--- src/rtl/hood_mode_scheduler.sv ---
// rtl/hood_mode_scheduler.sv - range-hood mode sequencing controller
//
// Turns the menu and mode buttons into the registered mode_state code for the
// smoker display and fan path. It also runs the timed rules:
//   - hurricane runs for a bounded time, once per power-on;
//   - a menu press in hurricane starts a return countdown;
//   - self-clean is a fixed-length job.
//
// Ports:
//   clk            system clock, rising edge
//   rst            asynchronous active-low reset
//   power_on       machine on/off state; low forces idle and aborts jobs
//   menu_btn       debounced button level, rising edge acts
//   mode1_btn      debounced button level, rising edge acts
//   mode2_btn      debounced button level, rising edge acts
//   mode3_btn      debounced button level, rising edge acts
//   clean_btn      debounced button level, rising edge acts
//   mode_state     000 standby, 001 L1, 010 L2, 011 hurricane, 100 self-clean
//   menu_active    menu open, awaiting a mode selection
//   returning      hurricane return countdown running
//   remaining_sec  seconds left in the current timed state, else 0
//   hurricane_used hurricane entered since the last power-on
module hood_mode_scheduler #(
  parameter int CLK_FREQ      = 100000000,
  parameter int HURRICANE_SEC = 60,
  parameter int RETURN_SEC    = 60,
  parameter int CLEAN_SEC     = 180
) (
  input  logic       clk,
  input  logic       rst,
  input  logic       power_on,
  input  logic       menu_btn,
  input  logic       mode1_btn,
  input  logic       mode2_btn,
  input  logic       mode3_btn,
  input  logic       clean_btn,
  output logic [2:0] mode_state,
  output logic       menu_active,
  output logic       returning,
  output logic [7:0] remaining_sec,
  output logic       hurricane_used
);

  localparam int            PW        = (CLK_FREQ > 1) ? $clog2(CLK_FREQ) : 1;
  localparam logic [PW-1:0] PRESC_MAX = PW'(CLK_FREQ - 1);

  // Timer loads saturate so an oversized parameter cannot wrap the 8-bit count.
  localparam logic [7:0] HUR_LOAD   = (HURRICANE_SEC > 255) ? 8'd255 : 8'(HURRICANE_SEC);
  localparam logic [7:0] RET_LOAD   = (RETURN_SEC > 255)    ? 8'd255 : 8'(RETURN_SEC);
  localparam logic [7:0] CLEAN_LOAD = (CLEAN_SEC > 255)     ? 8'd255 : 8'(CLEAN_SEC);

  localparam int B_MENU  = 0;
  localparam int B_MODE1 = 1;
  localparam int B_MODE2 = 2;
  localparam int B_MODE3 = 3;
  localparam int B_CLEAN = 4;

  typedef enum logic [2:0] {
    S_IDLE,
    S_MENU,
    S_L1,
    S_L2,
    S_L3,
    S_RET,
    S_CLEAN
  } state_t;

  state_t        state_q, state_d;
  logic [4:0]    btn_q, btn_d;
  logic [4:0]    press_raw, press;
  logic [PW-1:0] presc_q, presc_d;
  logic [7:0]    rem_q, rem_d;
  logic          hurricane_used_q, hurricane_used_d;
  logic [2:0]    mode_state_q, mode_state_d;
  logic          menu_active_q, menu_active_d;
  logic          returning_q, returning_d;
  logic          tick;
  logic          expire;

  // Edge detect plus priority: at most one press bit survives per cycle.
  always_comb begin
    btn_d     = {clean_btn, mode3_btn, mode2_btn, mode1_btn, menu_btn};
    press_raw = btn_d & ~btn_q;
    press     = '0;
    if (press_raw[B_MENU])       press[B_MENU]  = 1'b1;
    else if (press_raw[B_MODE3]) press[B_MODE3] = 1'b1;
    else if (press_raw[B_MODE2]) press[B_MODE2] = 1'b1;
    else if (press_raw[B_MODE1]) press[B_MODE1] = 1'b1;
    else if (press_raw[B_CLEAN]) press[B_CLEAN] = 1'b1;
  end

  always_comb begin
    tick    = (presc_q == PRESC_MAX);
    expire  = tick && (rem_q == 8'd1);
    state_d = state_q;

    case (state_q)
      S_IDLE: begin
        if (press[B_MENU]) state_d = S_MENU;
      end
      S_MENU: begin
        if (press[B_MENU])                             state_d = S_IDLE;
        else if (press[B_MODE1])                       state_d = S_L1;
        else if (press[B_MODE2])                       state_d = S_L2;
        else if (press[B_MODE3] && !hurricane_used_q)  state_d = S_L3;
        else if (press[B_CLEAN])                       state_d = S_CLEAN;
      end
      S_L1, S_L2: begin
        if (press[B_MENU])                             state_d = S_IDLE;
        else if (press[B_MODE1])                       state_d = S_L1;
        else if (press[B_MODE2])                       state_d = S_L2;
        else if (press[B_MODE3] && !hurricane_used_q)  state_d = S_L3;
      end
      S_L3: begin
        // A press on the expiry tick takes precedence over the drop to L2.
        if (press[B_MENU])       state_d = S_RET;
        else if (press[B_MODE1]) state_d = S_L1;
        else if (press[B_MODE2]) state_d = S_L2;
        else if (expire)         state_d = S_L2;
      end
      S_RET, S_CLEAN: begin
        if (expire) state_d = S_IDLE;
      end
      default: state_d = S_IDLE;
    endcase

    if (!power_on) state_d = S_IDLE;

    // Prescaler restarts on any state change so the first second is full length.
    if (!power_on) begin
      presc_d = '0;
      rem_d   = 8'd0;
    end else if (state_d != state_q) begin
      presc_d = '0;
      case (state_d)
        S_L3:    rem_d = HUR_LOAD;
        S_RET:   rem_d = RET_LOAD;
        S_CLEAN: rem_d = CLEAN_LOAD;
        default: rem_d = 8'd0;
      endcase
    end else begin
      presc_d = tick ? '0 : presc_q + 1'b1;
      rem_d   = (tick && (rem_q != 8'd0)) ? rem_q - 8'd1 : rem_q;
    end

    hurricane_used_d = power_on && (hurricane_used_q || (state_d == S_L3));

    case (state_d)
      S_L1:         mode_state_d = 3'b001;
      S_L2:         mode_state_d = 3'b010;
      S_L3, S_RET:  mode_state_d = 3'b011;
      S_CLEAN:      mode_state_d = 3'b100;
      default:      mode_state_d = 3'b000;
    endcase
    menu_active_d = (state_d == S_MENU);
    returning_d   = (state_d == S_RET);
  end

  always_ff @(posedge clk or negedge rst) begin
    if (!rst) begin
      state_q          <= S_IDLE;
      btn_q            <= '0;
      presc_q          <= '0;
      rem_q            <= 8'd0;
      hurricane_used_q <= 1'b0;
      mode_state_q     <= 3'b000;
      menu_active_q    <= 1'b0;
      returning_q      <= 1'b0;
    end else begin
      state_q          <= state_d;
      btn_q            <= btn_d;
      presc_q          <= presc_d;
      rem_q            <= rem_d;
      hurricane_used_q <= hurricane_used_d;
      mode_state_q     <= mode_state_d;
      menu_active_q    <= menu_active_d;
      returning_q      <= returning_d;
    end
  end

  assign mode_state     = mode_state_q;
  assign menu_active    = menu_active_q;
  assign returning      = returning_q;
  assign remaining_sec  = rem_q;
  assign hurricane_used = hurricane_used_q;

endmodule

--- config.mk ---
export PLATFORM = sky130hd
export DESIGN_NAME = hood_mode_scheduler
export DESIGN_NICKNAME = d
export VERILOG_FILES = /design/src/rtl/hood_mode_scheduler.sv
export SDC_FILE = /design/constraint.sdc
export NUM_CORES = 1
export LEC_CHECK = 0
export BUFFER_PORTS_ARGS = -buffer_cell sky130_fd_sc_hd__buf_2
export CAP_MARGIN = 15
export CORE_MARGIN = 2
export CORE_UTILIZATION = 65
export CTS_BUF_LIST = sky130_fd_sc_hd__clkbuf_8
export CTS_CLUSTER_DIAMETER = 80
export DETAILED_ROUTE_END_ITERATION = 16
export PLACE_DENSITY_LB_ADDON = 0.1
export SETUP_SLACK_MARGIN = 0.02
export SYNTH_ARGS = -nofsm -noshare
export SYNTH_HDL_FRONTEND = slang
export SYNTH_SLANG_ARGS = --single-unit
--- constraint.sdc ---
create_clock -name clk -period 5.7 [get_ports clk]
set_clock_uncertainty 0.2 [all_clocks]
set_input_delay 1.14 -clock clk [delete_from_list [all_inputs] [get_ports clk]]
set_output_delay 1.14 -clock clk [all_outputs]
set_load 0.005 [all_outputs]
==> impl_summary.log, run 1 <==
[metrics] largest net degree at the start of global routing: 50
[metrics] leading post-synthesis cells by instance count: dfrtp_1 (49), nand2_1 (37), nor3_1 (33), nor2_1 (21), nand3_1 (19)
[metrics] library cell with the highest instance count after synthesis: dfrtp_1
[metrics] H-tree depth: 2
[metrics] class of the tightest hold or removal check: flop to flop
[metrics] initial standard-cell utilization of the core: 68.9%
[metrics] Post-Syn Area per Cell: 9.34 um2
[metrics] number of buffer and inverter stages on the critical path: 1
[metrics] largest fanout of any net on the critical path: 35
[metrics] final routed DRC violation total: 0
[metrics] number of setup buffers added after CTS: 0
[metrics] Post-synth top flop: dfrtp_1
[metrics] switching power share of the total: 27.4%
[metrics] die footprint: 4840 um2
[metrics] library cell occupying the most area in the post-synthesis netlist: dfrtp_1
[metrics] standard cell core area: 4060 um2
[metrics] Detailed Route Iter0 Violations: 277
[metrics] Ys Warns: 0
[metrics] synthesis-to-finish area growth: 7.52%
[metrics] final clock period utilization by the worst path: 64.6%
[metrics] number of hold-repair buffers added at the cts stage: 0
[metrics] post-detailed-route wirelength per cell: 15.6 um
[metrics] global-route usage over all layers: 25.8%
[metrics] Port Buf Inserts: 21
[metrics] synthesized instance count: 299
[metrics] share of post-route cells with drive strength above 1: 14.6%
[metrics] cells resized by post-CTS repair: 0
[metrics] routability congestion estimate from global placement: 0.925
[metrics] Mapped Nets: 311
[metrics] Final min period: 3680 ps
[metrics] hold violation total from the final report: 0
[metrics] number of global-route vias before repair: 2242
[metrics] clk sinks: 49
[metrics] proportion of power drawn by combinational gates: 10.3%
[metrics] number of nets in the layout: 327
[metrics] relative slew slack: 35.9%
[metrics] relative contribution of sequential cells to total power: 56.4%
[metrics] post-route setup TNS: 0 ps
[metrics] detailed-route via count: 2272
[metrics] leakage power of the design: 1.30 nW
[metrics] Final Slew Violations: 0
[metrics] critical path launch point type: primary input
[metrics] Die Y-Extent: 69.6 um
[metrics] cell type of the slowest stage on the worst timing path: o31ai_1
[metrics] clock latency reported for the late side of the worst-skew pair: 310 ps
[metrics] antenna-violating nets left: 0
[metrics] upper clock frequency limit: 272 MHz
[metrics] peak-usage layer in the global routing report: met2
[metrics] clock network fraction of total power: 33.3%
[metrics] wire length of the first global-routing pass: 10.2 mm
[metrics] met3 Usage GRT: 4.80%
[metrics] power density over cell area: 213 nW/um2
[metrics] net switching component of the power: 0.175 mW
[metrics] clock root buffer: clkbuf_8
[metrics] RSZ-0062 raised after global routing: no
[metrics] share of the synthesized area in the top cell type: 43.9%
[metrics] clock buffer count from CTS: 5
[metrics] antenna diode instance count: 0
[metrics] Total Wirelength: 5.70 mm
[metrics] Final Total Pwr: 0.639 mW
[metrics] run status: finished clean
[metrics] Post-Synthesis Cell Area: 2790 um2
[metrics] FFs w/ async S/R, synth: 100%
[metrics] leading cell types by total area after synthesis: dfrtp_1 (44%), nor3_1 (5.9%), xnor2_1 (5.0%)
[metrics] Synth Register Bits: 49
[metrics] CP Capture Type: flop
[metrics] row cnt: 23
[metrics] GR Layer Usage met1: 35.8%
[metrics] TritonCTS clock tree: built
[metrics] Clock Pin Slew Worst Setup and Hold Paths: 90 ps
[metrics] post-detailed-route via-to-cell ratio: 6.21
[metrics] cell-internal power: 0.464 mW
[metrics] slew at the pin with the worst max-slew slack: 949 ps
[metrics] number of synthesized flops with an enable pin: 0
[metrics] number of maximum-capacitance constraint violations: 0
[metrics] number of placed I/O pins: 22
[metrics] worst endpoint data arrival time: 3680 ps
[metrics] required time reported for the critical path endpoint: 5700 ps
[metrics] cell-by-cell trace of the critical path: buf_2 -> nor2b_1 -> o311ai_0 -> o21ai_0 -> o31ai_1 -> mux2i_2 -> nand4_4 -> mux2_2
[metrics] Worst path max stage delay: 520 ps
[metrics] number of library cell types mapped by synthesis: 56
[metrics] router iterations before antenna repair: 4
[metrics] final HPWL from detailed placement: 3.84 mm
[metrics] maximum vdd drop: 0.167 mV
[metrics] number of antenna violations at the first check in global routing: 0
[metrics] width of the die: 69.6 um
[metrics] largest delay contributor family on the critical path: compound AO/OA/AOI/OAI gates
[metrics] worst setup path category: primary input to flop
[metrics] met2 Usage GRT: 40.2%
[metrics] total setup violations reported at the end of the flow: 0
[metrics] maximum buffer depth of the clock tree: 2
[metrics] sequential fraction of the synthesis area: 43.9%
[metrics] remaining global-route overflow: 0
-- worst register-to-register path, stage by stage (launching register included) --
cell	delay, ps
dfrtp_1	400
ha_1	210
and4_2	280
nand4_1	200
or4_1	660
mux2_4	350
o21ai_2	180
nand4_4	490
mux2_2	480
-- path summary, 6_finish.rpt --
check                                                to  cells past startpoint            startpoint  slack (ps)
max in group asynchronous  remaining_sec[2]$_DFFE_PN0P_                      2                   rst        4190
setup reg to reg           remaining_sec[7]$_DFFE_PN0P_                      8  presc_q[0]$_DFF_PN0_        2120
setup / recovery           remaining_sec[7]$_DFFE_PN0P_                      8              menu_btn        2020
min in group asynchronous          state_q[2]$_DFF_PN0_                      1                   rst         590
hold reg to reg                    presc_q[0]$_DFF_PN0_                      1  presc_q[0]$_DFF_PN0_         300
hold / removal                     presc_q[0]$_DFF_PN0_                      1  presc_q[0]$_DFF_PN0_         300
-- per-layer routing --
metal / share of wire [%] / vias up
met5: 0 / -
li1: - / 1095
met1: 47 / 1118
met2: 47 / 50
met4: 1.6 / 0
met3: 4.7 / 9
-- kinds of logic (layout without fill, tap and decap cells) --
group / after synthesis / in the layout / share of synthesized area, %
AOI/OAI and AO/OA: 31 / 31 / 8.82
xor gates and xnor gates: 32 / 32 / 10.0
adders and majority gates: 4 / 4 / 1.79
buffers and inverters: 22 / 39 / 3.90
DFF: 49 / 49 / 43.9
muxes: 5 / 5 / 2.15
and+or+nand+nor: 156 / 156 / 29.4
-- through the flow --
stage                     util [%]  instances  cell area, um2  setup WS [ps]  hold slack, ps
after floorplan                  -        299            2790           2430             263
after global placement        71.2        357            2890           1780             289
after detailed placement      71.2        357            2890           1700             291
after CTS                     73.5        365            2980           2040             306
after global routing          74.0        366            3000           1730             348
final                         74.0        366            3000           2020             301
-- power by group through the flow --
stage | combinational, mW | clock [mW] | sequential [mW]
2_1_floorplan | 0.0495 | 0 | 0.365
4_1_cts | 0.0641 | 0.221 | 0.361
5_1_grt | 0.0733 | 0.233 | 0.362
3_5_place_dp | 0.0637 | 0 | 0.368
3_3_place_gp | 0.0633 | 0 | 0.368
6_report | 0.0655 | 0.213 | 0.361
-- layout make-up --
class                           count  area, um2
Tap cell                           50       62.6
Clock inverter                      3       25.0
Inverter                            8       30.0
Timing Repair Buffer               23        133
Clock buffer                        5       68.8
Multi-Input combinational cell    228       1460
Fill cell                         303       1050
Sequential cell                    49       1230
-- cells in the final DEF, fill, tap and decap left out, types with 2 or more instances in the layout --
cell type	synthesis	final
nand2b_1	4	4
or4_1	2	2
o211ai_1	2	2
buf_2	2	21
inv_1	7	7
xor2_1	16	16
dfrtp_1	49	49
o21ai_0	5	5
and3_1	7	7
ha_1	4	4
nand3_1	19	19
clkbuf_8	0	5
and4_1	3	3
nor2_1	21	21
a21oi_1	4	4
nand2_1	37	37
a31oi_1	2	2
nand4_1	7	7
mux2i_1	2	2
nor4b_1	4	4
a211oi_1	2	2
nor4_1	3	3
nor2b_1	5	5
xnor2_1	16	16
nor3_1	33	33
o31ai_1	3	3
-- flip-flops by register name, summed over array words and instances, names as in the netlist --
register	flops
presc_q	27
remaining_sec	8
btn_q	5
mode_state	3
state_q	3
hurricane_used	1
menu_active	1
returning	1
Power figures use the tool's default switching activity.
==> run 2: changes to the inputs <==
CORE_UTILIZATION = 62   (was 65)
clock period = 3.7 ns   (was 5.7 ns; I/O delays follow)
==> run 2 against run 1 <==
Net effect: non-clock buffer count grew 6; via count down 1.0%; clock power grew 53%; utilization shrank 3.5 points; register-to-register slack worse by 1700 ps; worst setup slack got worse by 1600 ps; clock-buffer cell count stayed put; routed wire length increased by 2.4%; sequential cell count unchanged; cell count increased by 2.2%; sequential power grew 54%; critical path type is now flop to flop; largest cell class unchanged.
==> impl_summary.log, run 2 (synthesis gave the netlist of run 1 again) <==
[metrics] cell type of the slowest stage on the worst timing path: or4_1
[metrics] standard cell core area: 4350 um2
[metrics] CP Capture Type: flop
[metrics] final HPWL from detailed placement: 4.02 mm
[metrics] number of global-route vias before repair: 2108
[metrics] Final Slew Violations: 0
[metrics] relative slew slack: 60.9%
[metrics] leakage power of the design: 1.34 nW
[metrics] count of placed standard cells in the final layout, fillers left out: 374
[metrics] detailed-route via count: 2249
[metrics] RSZ-0062 raised after global routing: no
[metrics] antenna-violating nets left: 0
[metrics] H-tree depth: 2
[metrics] critical path launch point type: flop
[metrics] clk sinks: 49
[metrics] post-route core utilization: 70.5%
[metrics] global-route usage over all layers: 25.0%
[metrics] maximum vdd drop: 0.220 mV
[metrics] run status: finished clean
[metrics] Clock Pin Slew Worst Setup and Hold Paths: 100 ps
[metrics] maximum buffer depth of the clock tree: 2
[metrics] final clock period utilization by the worst path: 89.6%
[metrics] number of antenna violations at the first check in global routing: 0
[metrics] area post-placement: 2950 um2
[metrics] largest delay contributor family on the critical path: simple AND/OR/NAND/NOR gates
[metrics] largest fanout of any net on the critical path: 28
[metrics] clock buffer count from CTS: 5
[metrics] die footprint: 5060 um2
[metrics] number of nets in the layout: 333
[metrics] width of the die: 71.1 um
[metrics] upper clock frequency limit: 302 MHz
[metrics] Min Hold Slack: 224 ps
[metrics] worst endpoint data arrival time: 3300 ps
[metrics] clock root buffer: clkbuf_8
[metrics] share of post-route cells with drive strength above 1: 16.1%
[metrics] antenna diode instance count: 0
[metrics] largest net degree at the start of global routing: 50
[metrics] hold violation total from the final report: 0
[metrics] number of placed I/O pins: 22
[metrics] number of flip-flops in the largest register: 27
[metrics] required time reported for the critical path endpoint: 3690 ps
[metrics] clock latency reported for the late side of the worst-skew pair: 300 ps
[metrics] Final min period: 3310 ps
[metrics] min setup slack post-route: 386 ps
[metrics] number of hold-repair buffers added at the cts stage: 0
[metrics] r2r setup slk: 390 ps
[metrics] row cnt: 24
[metrics] class of the tightest hold or removal check: primary input to async pin
[metrics] post-route cell area: 3070 um2
[metrics] Total Wirelength: 5.84 mm
[metrics] Die Y-Extent: 71.1 um
[metrics] wire length of the first global-routing pass: 10.1 mm
[metrics] worst setup path category: flop to flop
[metrics] TritonCTS clock tree: built
[metrics] total setup violations reported at the end of the flow: 0
[metrics] router iterations before antenna repair: 5
[metrics] routability congestion estimate from global placement: 0.878
[metrics] post-detailed-route wirelength per cell: 15.6 um
[metrics] number of buffer and inverter stages on the critical path: 1
[metrics] cells resized by post-CTS repair: 0
[metrics] final routed DRC violation total: 0
[metrics] most frequent cells in the layout: dfrtp_1 (49), nand2_1 (37), nor3_1 (33)
[metrics] synthesis-to-finish area growth: 9.94%
[metrics] Worst path max stage delay: 660 ps
[metrics] Port Buf Inserts: 21
[metrics] leading cell type in the layout, fill and taps excluded: dfrtp_1
[metrics] Cells after DPL: 365
[metrics] post-detailed-route via-to-cell ratio: 6.01
[metrics] cell-by-cell trace of the critical path: ha_1 -> and4_2 -> nand4_1 -> or4_1 -> mux2_4 -> o21ai_2 -> nand4_4 -> buf_12 -> mux2_2
[metrics] initial standard-cell utilization of the core: 64.2%
[metrics] Worst Setup Slack post-DPL: 394 ps
[metrics] post-route setup TNS: 0 ps
[metrics] remaining global-route overflow: 0
[metrics] number of filler cells placed in the layout: 346
[metrics] power density over cell area: 323 nW/um2
[metrics] Final Total Pwr: 0.994 mW
[metrics] number of maximum-capacitance constraint violations: 0
[metrics] slew at the pin with the worst max-slew slack: 586 ps
[metrics] Detailed Route Iter0 Violations: 261
[metrics] register name with the most flops: presc_q
[metrics] number of setup buffers added after CTS: 0
-- run 2: final timing paths --
check,startpoint,end,depth (start not counted)
hold / removal,rst,btn_q[3]$_DFF_PN0_,1
max in group asynchronous,rst,presc_q[26]$_DFF_PN0_,2
min in group clk,presc_q[0]$_DFF_PN0_,presc_q[0]$_DFF_PN0_,1
setup / recovery,presc_q[0]$_DFF_PN0_,remaining_sec[7]$_DFFE_PN0P_,9
hold reg to reg,presc_q[0]$_DFF_PN0_,presc_q[0]$_DFF_PN0_,1
setup reg to reg,presc_q[0]$_DFF_PN0_,remaining_sec[7]$_DFFE_PN0P_,9
-- run 2: power by group --
group          internal (mW)  switching (mW)
combinational         0.0403          0.0723
clock                  0.137           0.189
sequential             0.545         0.00950
total                  0.722           0.271
-- run 2: routing by layer --
metal | up-vias | routed length, um | GRT usage, %
met5 | - | 0 | 0
met4 | 0 | 35 | 5.24
met3 | 4 | 290 | 4.99
met2 | 69 | 2710 | 38.4
met1 | 1069 | 2800 | 37.2
li1 | 1107 | - | -
-- run 2: final cells by class --
type / instances / area, um2 / area share [%]
multi-input combinational: 228 / 1460 / 47.5
sequential: 49 / 1230 / 39.9
timing repair buffer: 29 / 198 / 6.44
clock buffer: 5 / 68.8 / 2.24
tap: 52 / 65.1 / 2.12
inverter: 8 / 30.0 / 0.978
clock inverter: 3 / 25.0 / 0.815
==> run 3: changes to the inputs <==
ABC_AREA = 1   (was default)
==> run 3 against run 2 <==
Net effect: synthesized area about the same; maximum frequency grew 13%; total power rose by 13%; hold slack improved by 20 ps; sequential power increased by 7.6%; clock power down 6.4%; cell count is 18% higher; synthesized cell count is 22% higher.
==> impl_summary.log, run 3 <==
[metrics] RSZ-0062 raised after global routing: no
[metrics] Die Y-Extent: 71.1 um
[metrics] slew at the pin with the worst max-slew slack: 628 ps
[metrics] number of nets in the layout: 401
[metrics] final routed DRC violation total: 0
[metrics] Mapped Nets: 377
[metrics] number of setup buffers added after CTS: 0
[metrics] relative slew slack: 58.2%
[metrics] Final min period: 2940 ps
[metrics] clock latency reported for the late side of the worst-skew pair: 300 ps
[metrics] Ys Warns: 0
[metrics] hold violation total from the final report: 0
[metrics] library cell occupying the most area in the post-synthesis netlist: dfrtp_1
[metrics] most frequent cells in the layout: nand2_1 (78), nor2_1 (62), dfrtp_1 (49)
[metrics] global-route usage over all layers: 25.1%
[metrics] maximum vdd drop: 0.324 mV
[metrics] Final Slew Violations: 0
[metrics] critical path launch point type: flop
[metrics] min setup slack post-route: 762 ps
[metrics] clk sinks: 49
[metrics] Total Wirelength: 5.75 mm
[metrics] die footprint: 5060 um2
[metrics] leading post-synthesis cells by instance count: nand2_1 (78), nor2_1 (62), dfrtp_1 (49), inv_1 (46), nand3_1 (25)
[metrics] largest fanout of any net on the critical path: 13
[metrics] final HPWL from detailed placement: 4.40 mm
[metrics] register name with the most flops: presc_q
[metrics] Worst Setup Slack post-DPL: 660 ps
[metrics] number of flip-flops in the largest register: 27
[metrics] detailed-route via count: 2417
[metrics] synthesized instance count: 365
[metrics] Clock Pin Slew Worst Setup and Hold Paths: 90 ps
[metrics] number of library cell types mapped by synthesis: 32
[metrics] Final Total Pwr: 1.12 mW
[metrics] library cell with the highest instance count after synthesis: nand2_1
[metrics] CP Capture Type: flop
[metrics] remaining global-route overflow: 0
[metrics] Post-Syn Area per Cell: 7.65 um2
[metrics] antenna-violating nets left: 0
[metrics] post-detailed-route via-to-cell ratio: 5.47
[metrics] power density over cell area: 371 nW/um2
[metrics] upper clock frequency limit: 340 MHz
[metrics] router iterations before antenna repair: 4
[metrics] Port Buf Inserts: 21
[metrics] post-route setup TNS: 0 ps
[metrics] run status: finished clean
[metrics] standard cell core area: 4350 um2
[metrics] Detailed Route Iter0 Violations: 192
[metrics] cell type of the slowest stage on the worst timing path: dfrtp_1
[metrics] routability congestion estimate from global placement: 0.889
[metrics] post-detailed-route wirelength per cell: 13.0 um
[metrics] count of placed standard cells in the final layout, fillers left out: 442
[metrics] final clock period utilization by the worst path: 79.4%
[metrics] Reg2Reg Launch Point: presc_q[0]$_DFF_PN0_
[metrics] cell repeated most along the worst path: nand2_1
[metrics] largest net degree at the start of global routing: 30
[metrics] total setup violations reported at the end of the flow: 0
[metrics] synthesis-to-finish area growth: 8.11%
[metrics] sequential fraction of the synthesis area: 43.9%
[metrics] clock root buffer: clkbuf_8
[metrics] class of the tightest hold or removal check: primary input to async pin
[metrics] worst endpoint data arrival time: 2930 ps
[metrics] antenna diode instance count: 0
[metrics] clock buffer count from CTS: 5
[metrics] wire length of the first global-routing pass: 10.1 mm
[metrics] leading cell types by total area after synthesis: dfrtp_1 (44%), nand2_1 (10%), nor2_1 (8.3%)
[metrics] Post-Synthesis Cell Area: 2790 um2
[metrics] TritonCTS clock tree: built
[metrics] maximum buffer depth of the clock tree: 2
[metrics] worst setup path category: flop to flop
[metrics] leading cell type in the layout, fill and taps excluded: nand2_1
[metrics] number of antenna violations at the first check in global routing: 0
[metrics] width of the die: 71.1 um
[metrics] Worst path max stage delay: 390 ps
[metrics] leakage power of the design: 1.49 nW
[metrics] H-tree depth: 2
[metrics] required time reported for the critical path endpoint: 3690 ps
[metrics] share of the synthesized area in the top cell type: 43.9%
[metrics] share of post-route cells with drive strength above 1: 13.3%
[metrics] initial standard-cell utilization of the core: 64.1%
[metrics] cells resized by post-CTS repair: 0
[metrics] Cells after DPL: 434
[metrics] post-route core utilization: 69.3%
[metrics] number of synthesized flops with an enable pin: 0
[metrics] FFs w/ async S/R, synth: 100%
[metrics] number of global-route vias before repair: 2343
[metrics] row cnt: 24
[metrics] number of placed I/O pins: 22
[metrics] r2r setup slk: 760 ps
[metrics] Post-synth top flop: dfrtp_1
[metrics] number of maximum-capacitance constraint violations: 0
[metrics] Synth Register Bits: 49
[metrics] number of hold-repair buffers added at the cts stage: 0
[metrics] cell-by-cell trace of the critical path: ha_1 -> nand3_2 -> nor2_4 -> nand2_1 -> nor2_2 -> nand2_1 -> nand3_1 -> nand2_1 -> nand2_1 -> nand2_1 -> nand2_1 -> inv_2 -> nand2_2 -> nor2_8 -> nand2_2 -> nand2_1 -> nand3_1 -> nand2_1
[metrics] R2R depth: 18
[metrics] end of the worst register-to-register path: remaining_sec[2]$_DFFE_PN0P_
==> run 3: cell count changes after synthesis, sizes merged, moves of 5 or more <==
cell | before | now
and3 | 7 | 0
a21oi | 4 | 9
inv | 7 | 52
nand2 | 37 | 82
nor2 | 21 | 67
nor2b | 5 | 0
xnor2 | 16 | 5
nand3 | 19 | 30
clkbuf | 9 | 0
nor3 | 34 | 12
==> run 3: metal layers <==
| layer | share of wire (%) | routed length [um] | GRT usage [%] | up-vias |
|---|---|---|---|---|
| met5 | 0 | 0 | 0 | - |
| met4 | 1.7 | 97 | 8.18 | 0 |
| met3 | 5.6 | 320 | 6.27 | 14 |
| met2 | 47 | 2710 | 42.0 | 74 |
| met1 | 46 | 2620 | 32.2 | 1124 |
| li1 | - | - | - | 1205 |
==> run 3: worst max-delay path: cells and delay by family, from the launching register on <==
kind	cells	cell delay [ps]
flip-flops	1	390
adder cells (fa/ha/maj)	1	240
buffers and inverters	1	40
AND/OR/NAND/NOR	16	1950
==> run 3: final cells by class <==
cell class	count	area, um2
multi-input cells	259	1340
fillers	360	1340
flip-flops and latches	49	1230
inverters	52	195
repair buffers	22	113
clock buffers	5	68.8
well taps	52	65.1
clock inverters	3	13.8
==> run 3: metrics by stage <==
step                      area [um2]  hold WS, ps
final                           3020          244
after global routing            3020          306
after CTS                       3020          266
after detailed placement        2940          267
after global placement          2940          250
after floorplan                 2790          230
==> run 3: how the worst max path moves through the flow <==
stage	to	start	cells past startpoint	slack [ps]
4_1_cts	remaining_sec[2]$_DFFE_PN0P_	presc_q[0]$_DFF_PN0_	18	740
3_3_place_gp	remaining_sec[5]$_DFFE_PN0P_	menu_btn	18	770
5_1_grt	remaining_sec[2]$_DFFE_PN0P_	presc_q[0]$_DFF_PN0_	18	480
2_1_floorplan	remaining_sec[6]$_DFFE_PN0P_	menu_btn	17	1170
3_5_place_dp	remaining_sec[2]$_DFFE_PN0P_	menu_btn	18	660
6_report	remaining_sec[2]$_DFFE_PN0P_	presc_q[0]$_DFF_PN0_	18	760
==> run 3: power by group <==
part | internal, mW | switching (mW)
clock | 0.129 | 0.176
sequential | 0.562 | 0.0344
combinational | 0.0828 | 0.136
total | 0.774 | 0.346
==> run 3: kinds of logic after synthesis <==
logic type | after synthesis | synth area share [%]
simple gates | 213 | 35.7
compound gates | 23 | 4.39
xor+xnor | 19 | 5.96
buf+inv | 57 | 8.20
fa+ha+maj | 4 | 1.79
flops | 49 | 43.9
